==> src/rtl/instruction_fetch_requester.sv <==
// Instruction fetch requester: issues one word request at a time from a PC register,
// hands the captured word to decode, and flags memories that never answer.
module instruction_fetch_requester #(
    parameter int                    ADDRES_BIT     = 32,
    parameter logic [ADDRES_BIT-1:0] RESET_PC       = 32'h8000_0000,
    parameter int                    DATA_BIT       = 32,
    parameter int                    TIMEOUT_CYCLES = 64
) (
    input  logic                  clk_i,
    input  logic                  rst_ni,
    output logic [ADDRES_BIT-1:0] address_o,
    output logic                  get_instruction_o,
    input  logic                  instruction_completed_i,
    input  logic [DATA_BIT-1:0]   read_data_i,
    input  logic                  redirect_i,
    input  logic [ADDRES_BIT-1:0] redirect_pc_i,
    output logic                  instr_valid_o,
    output logic [DATA_BIT-1:0]   instr_o,
    output logic [ADDRES_BIT-1:0] instr_pc_o,
    input  logic                  instr_ready_i,
    output logic                  fetch_error_o
);

    localparam int TW = $clog2(TIMEOUT_CYCLES + 1);

    typedef enum logic [1:0] {
        S_REQUEST = 2'd0,
        S_HOLD    = 2'd1,
        S_ERROR   = 2'd2
    } state_t;

    state_t                r_state;
    state_t                w_state_nxt;
    logic [ADDRES_BIT-1:0] r_pc;
    logic [ADDRES_BIT-1:0] w_pc_nxt;
    logic [DATA_BIT-1:0]   r_instr;
    logic [ADDRES_BIT-1:0] r_instr_pc;
    logic                  r_err;
    logic                  w_err_nxt;
    logic [TW-1:0]         r_tcnt;
    logic [TW-1:0]         w_tcnt_nxt;
    logic                  w_capture;
    logic                  w_req;

    // The request is masked while reset is held so memory never sees a stray fetch.
    assign w_req = (r_state == S_REQUEST) && rst_ni;

    always_ff @(posedge clk_i or negedge rst_ni) begin
        if (!rst_ni) begin
            r_state <= S_REQUEST;
            r_pc    <= RESET_PC;
            r_err   <= 1'b0;
            r_tcnt  <= '0;
        end else begin
            r_state <= w_state_nxt;
            r_pc    <= w_pc_nxt;
            r_err   <= w_err_nxt;
            r_tcnt  <= w_tcnt_nxt;
        end
    end

    always_comb begin
        w_state_nxt = r_state;
        w_pc_nxt    = r_pc;
        w_err_nxt   = r_err;
        w_tcnt_nxt  = r_tcnt;
        w_capture   = 1'b0;
        // Redirect wins over everything, including a same-cycle completion or handshake.
        if (redirect_i) begin
            w_state_nxt = S_REQUEST;
            w_pc_nxt    = {redirect_pc_i[ADDRES_BIT-1:2], 2'b00};
            w_err_nxt   = 1'b0;
            w_tcnt_nxt  = '0;
        end else begin
            case (r_state)
                S_REQUEST: begin
                    if (instruction_completed_i) begin
                        w_capture   = 1'b1;
                        w_pc_nxt    = r_pc + ADDRES_BIT'(4);
                        w_tcnt_nxt  = '0;
                        w_state_nxt = S_HOLD;
                    end else begin
                        w_tcnt_nxt = r_tcnt + TW'(1);
                        if (r_tcnt == TW'(TIMEOUT_CYCLES - 1)) begin
                            w_state_nxt = S_ERROR;
                            w_err_nxt   = 1'b1;
                        end
                    end
                end
                S_HOLD: begin
                    if (instr_ready_i) begin
                        w_state_nxt = S_REQUEST;
                        w_tcnt_nxt  = '0;
                    end
                end
                S_ERROR: begin
                    w_state_nxt = S_ERROR;
                end
                default: begin
                    w_state_nxt = S_REQUEST;
                end
            endcase
        end
    end

    always_ff @(posedge clk_i or negedge rst_ni) begin
        if (!rst_ni) begin
            r_instr    <= '0;
            r_instr_pc <= '0;
        end else if (w_capture) begin
            r_instr    <= read_data_i;
            r_instr_pc <= r_pc;
        end
    end

    assign address_o         = r_pc;
    assign get_instruction_o = w_req;
    assign instr_valid_o     = (r_state == S_HOLD);
    assign instr_o           = r_instr;
    assign instr_pc_o        = r_instr_pc;
    assign fetch_error_o     = r_err;

endmodule

==> config.mk <==
export PLATFORM = sky130hd
export DESIGN_NAME = instruction_fetch_requester
export DESIGN_NICKNAME = d
export VERILOG_FILES = /design/src/rtl/instruction_fetch_requester.sv
export SDC_FILE = /design/constraint.sdc
export NUM_CORES = 1
export LEC_CHECK = 0
export ABC_CLOCK_PERIOD_IN_PS = 2000
export BUFFER_PORTS_ARGS = -buffer_cell sky130_fd_sc_hd__buf_2
export CAP_MARGIN = 25
export CELL_PAD_IN_SITES_DETAIL_PLACEMENT = 0
export CELL_PAD_IN_SITES_GLOBAL_PLACEMENT = 1
export CORE_ASPECT_RATIO = 0.5
export CORE_UTILIZATION = 38
export CTS_CLUSTER_DIAMETER = 200
export DETAILED_ROUTE_END_ITERATION = 8
export HOLD_SLACK_MARGIN = 0.15
export PLACE_DENSITY = 0.77
export SYNTH_ARGS = -nofsm -noshare
export SYNTH_HDL_FRONTEND = slang
export SYNTH_SLANG_ARGS = --single-unit
export TNS_END_PERCENT = 20
==> constraint.sdc <==
create_clock -name clk_i -period 2 [get_ports clk_i]
set_input_delay 0.3 -clock clk_i [delete_from_list [all_inputs] [get_ports clk_i]]
set_output_delay 0.3 -clock clk_i [all_outputs]
set_load 0.01 [all_outputs]
== Word-level counts from Yosys, hierarchy flattened ==
Index checks and enable logic that the tools add are counted.

* Bits in registers: 106
* Input bits: 69

* $add $sub $neg: 2
* Equal/unequal tests: 6
* Multiplexer cells: 19
* Reduce and logical (&&, ||, !) cells: 10

{| class="wikitable"
|+ Operator list
! kind !! number
|-
| $mux 32 || 3
|-
| $add 32x3->32 const B || 1
|-
| $mux 7 || 3
|-
| $pmux 7 s2 || 1
|-
| $mux 2 || 4
|-
| $add 7x1->7 const B || 1
|-
| $eq 7x6->1 const B || 1
|-
| $mux 1 || 7
|-
| $pmux 2 s3 || 1
|-
| $reduce_and 2->1 || 3
|-
| $reduce_bool 2->1 || 3
|-
| $ne 4x3->1 const B || 1
|-
| $ne 3x2->1 const B || 1
|-
| $reduce_and 3->1 || 1
|-
| $reduce_bool 3->1 || 1
|-
| $eq 2x1->1 const B || 1
|-
| $eq 2x2->1 const B || 1
|-
| $logic_not 2->1 || 1
|-
| $ne 2x1->1 const B || 1
|-
| $logic_and 1x1->1 || 1
|}

== Depth between registers and ports, before layout ==
* Word-level depth: 5
* Mapped depth: 7
* Mapped depth without buffers: 6

== Worst setup path after synthesis ==
No wires, ideal clock.

* Path kind: register -> register
* Start point: register r_pc[2], in the netlist address_o[2]
* End point: register r_pc[28], in the netlist address_o[28]
* Library setup time: 0.083 ns
* Arrival time: 1.745 ns
* Data required time: 1.917 ns
* Slack: 0.173 ns
* Cell stages (with the launch flop): 7
* Cell sequence: dfrtp_1 -> ha_1 -> nand4bb_1 -> nor4_4 -> nand4_1 -> xor2_1 -> o21ai_0

* Longest elaborated chain between the ends: 4

{| class="wikitable"
|+ Ends and longest elaborated chain
! item !! line !! text
|-
| start: declaration || 34 || <nowiki>logic [ADDRES_BIT-1:0] r_pc;</nowiki>
|-
| start signal: assignment || 56 || <nowiki>r_pc <= w_pc_nxt;</nowiki>
|-
| $add 32x3->32 || 79 || <nowiki>w_pc_nxt = r_pc + ADDRES_BIT'(4);</nowiki>
|-
| $mux 32 || 77 || <nowiki>if (instruction_completed_i) begin</nowiki>
|-
| $mux 32 || 75 || <nowiki>case (r_state)</nowiki>
|-
| $mux 32 || 69 || <nowiki>if (redirect_i) begin</nowiki>
|}

Every way passes these cells. The select of a mux whose other input is x is not followed.
A chain may end at the register's enable or synchronous reset.

== Worst setup path in the final report ==
* Start point: register r_state[1]
* End point: register r_pc[29], in the netlist address_o[29]

* Longest elaborated chain between the ends: 3

{| class="wikitable"
|+ Ends and longest elaborated chain
! item !! line !! text
|-
| start: declaration || 32 || <nowiki>state_t r_state;</nowiki>
|-
| start signal: assignment || 55 || <nowiki>r_state <= w_state_nxt;</nowiki>
|-
| $logic_not 2->1 || 75 ||
|-
| $reduce_bool 2->1 (no source line) || -- ||
|-
| $reduce_and 2->1 (no source line) || -- ||
|}

Every way passes these cells.

==> flow_summary_export.csv <==
group,metric,value,unit
clocking,cts_tree,"done",
clocking,htreeDepth,3,
synthesis,synth.avg_cell_area,12.1,µm²
timing,final_max_slew_viol_count,0,
layout,drive_gt1_share,47.4,%
power,peakVddDrop,0.000355,V
floorplanning,rows,27,
synthesis,synth_most_common_cell,"dfrtp_1",
critical_path,rrSetupSlack,0.13,ns
power,leakagePower,2.75,nW
clocking,cts_hold_buf,1,
flow_run,drv_cap,0,
clocking,root_buffer,"clkbuf_16",
route,initialDrtViolationCount,81,
synthesis,synth_edf_count,0,
clocking,clock_sinks,102,
clocking,postCtsSetupRepairBufs,0,
timing,setup_tns,0,ns
synthesis,synth_compound_area_share,5.01,%
synthesis,synth_cell_types,43,
timing,fin_crit_sh,93.4,%
route,wl_per_cell,14.1,µm
critical_path,criticalPathCategory,"reg -> reg",
synthesis,synth.area.mux_share,15.6,%
timing,finalHoldViolations,0,
timing,clock_skew,0.00438,ns
floorplanning,dieArea,12400,µm²
synthesis,netlist_instances,376,
critical_path,reg2reg_depth,5,
synthesis,synth-seq-cells,102,
critical_path,r2r-start,"r_state[1]$_DFFE_PN0P_",
critical_path,slowest_delay,0.47,ns
synthesis,synth_top_cell_area_share,55.6,%
critical_path,required,2.23,ns
global_route,first_global_vias,3167,
critical_path,r2r_end,"address_o[29]$_DFFE_PN0P_",
synthesis,synth-adder-area-share,0.550,%
critical_path,start_kind,"flop",
synthesis,synthesis.area,4550,µm²
clocking,clock_path_buffers,2,
synthesis,synth_xor_area_share,5.59,%
layout,fill_cells,1056,
layout,fin_nets,616,
clocking,cts_buffers,9,
floorplanning,die_h,79.4,µm
layout,n_antenna_cell,0,
floorplanning,die_w,157,µm
timing,rsz0062_at_grt,"false",
synthesis,synth_top_area_cell,"dfrtp_1",
layout,fin_util,51.8,%
route,wirelength,9960,µm
global_route,antenna_found_initial,0,
global_route,grt-ovfl-total,0,
synthesis,yosys.area_share.simple,13.0,%
floorplanning,core_area,11300,µm²
run_status,status,"finished, final reports clean",
synthesis,yosysWarnings,0,
placed_design,port_buffers,161,
route,drc,0,
floorplanning,start_util,40.2,%
placed_design,gp_congestion,0.800,
synthesis,synthArstFlopShare,100,%
layout,final_area,5870,µm²
synthesis,ys_seq_area_share,56.2,%
global_route,grt_pass1_wl,16100,µm
placed_design,place_hpwl,6970,µm
floorplanning,pin_count,168,
critical_path,crit_path_end_kind,"flop",
placed_design,placed_cells,692,
power,powerDensity,933,nW/µm²
global_route,grt_max_degree,103,
route,vias,3344,
critical_path,crit_slowest_cell,"or3b_1",
timing,fmax,535,MHz
hold_path,hold-path-endpoint,"address_o[30]$_DFFE_PN0P_",
timing,fin_hold_ws,0.161,ns
hold_path,holdPathStages,3,
clocking,clkLatencyLatePin,0.34,ns
critical_path,crit_arrival,2.09,ns
hold_path,hold_path_startpoint,"redirect_pc_i[30]",
synthesis,synth_top_family_by_area,"multiplexers",
route,ant_nets,0,
critical_path,crit_fanout,13,
global_route,grt_usage,16.8,%
synthesis,synthFlopType,"dfrtp_1",
layout,fin_cells,708,
timing,setup_viol,0,
hold_path,hold_path.class,"in -> reg",
clocking,path_clk_slew,0.07,ns
timing,min_period,1.87,ns
clocking,post_cts_resized,0,
layout,areaGrowthSynthToFinish,29.0,%
synthesis,yosys-top-cells-area,"dfrtp_1 (56%), mux2_2 (15%), xor2_1 (4.6%)",
route,vias_per_cell,4.72,
timing,slew_headroom,51.8,%
critical_path,worstPathCellList,"or3b_1 -> nor3_4 -> buf_12 -> nand4_1 -> a221o_1",
synthesis,synth_common_cells,"dfrtp_1 (101), mux2_2 (62), nand2_1 (42), o21ai_0 (28), xor2_1 (24)",
route,drt-pass1-iter-count,4,
placed_design,postPlaceCellArea,5560,µm²
timing,tightestPinTransition,0.724,ns
==> sequential cells by signal, summed over array words and instances, names as in the netlist <==
register	flops
instr_o	32
r_state	2
fetch_error_o	1
r_tcnt	7
instr_pc_o	30
address_o	30
==> layout by cell type (no fill, tap or decap), types with 2 or more instances in the layout <==
master,n
a21oi_1,5
and3_1,3
buf_12,4
buf_2,160
buf_4,11
clkbuf_16,9
clkbuf_8,2
conb_1,4
dfrtp_1,101
ha_1,2
inv_1,4
mux2_2,62
nand2_1,42
nand2b_1,2
nand3_1,9
nand4_1,19
nor2_1,12
nor2b_1,3
nor3_1,5
o21ai_0,28
o21ai_1,7
or3_1,3
xnor2_1,5
xor2_1,24
==> critical path: cells and delay by family, from the launching register on <==
kind,cells,cell delay [ns]
buf+inv,1,0.17
compound gates,1,0.31
simple gates,3,0.84
flops,1,0.43
==> metrics by stage <==
stage	setup slack, ns	power [mW]
after floorplan	0.173	3.22
final	0.131	5.47
after global routing	0.0495	5.76
after detailed placement	0.135	3.76
after global placement	0.159	3.73
after CTS	0.128	5.56
==> area by class of cell <==
class / count / area [µm²] / area share (%)
clock inverters: 3 / 43.8 / 0.747
repair buffers: 176 / 973 / 16.6
clock buffers: 12 / 256 / 4.37
well taps: 159 / 199 / 3.39
inverters: 4 / 15.0 / 0.256
multi-input cells: 252 / 1820 / 31.1
flip-flops and latches: 102 / 2550 / 43.5
==> power breakdown <==
part           internal, mW  total [mW]  switching (mW)
registers              2.39        2.59           0.198
clock network          1.03        1.77           0.738
logic                 0.571        1.11           0.544
total                  3.99        5.47            1.48
==> routing by layer <==
metal	track usage (%)	share of wire, %	up-vias
met5	0	0	-
met2	26.5	47	69
met3	4.48	4.0	11
li1	-	-	1645
met1	22.5	47	1619
met4	5.29	1.2	0
==> logic make-up (layout without fill, tap and decap cells) <==
group,Yosys count,in the layout
other,1,4
flip-flops,102,102
XOR/XNOR,29,29
multiplexers,63,63
AO/OA/AOI/OAI,43,43
AND/OR/NAND/NOR,111,111
buffers and inverters,25,195
adder cells (fa/ha/maj),2,2
==> worst max path at each step <==
stage	from	endpoint	slack [ns]	depth (start not counted)
3_3_place_gp	instruction_completed_i	address_o[29]$_DFFE_PN0P_	0.16	6
3_5_place_dp	instruction_completed_i	address_o[29]$_DFFE_PN0P_	0.14	6
2_1_floorplan	address_o[2]$_DFFE_PN0P_	address_o[28]$_DFFE_PN0P_	0.17	6
5_1_grt	r_state[1]$_DFFE_PN0P_	address_o[29]$_DFFE_PN0P_	0.05	5
4_1_cts	r_state[1]$_DFFE_PN0P_	address_o[29]$_DFFE_PN0P_	0.13	5
6_report	r_state[1]$_DFFE_PN0P_	address_o[29]$_DFFE_PN0P_	0.13	5
Note: power is estimated with default switching activity, not from simulation.
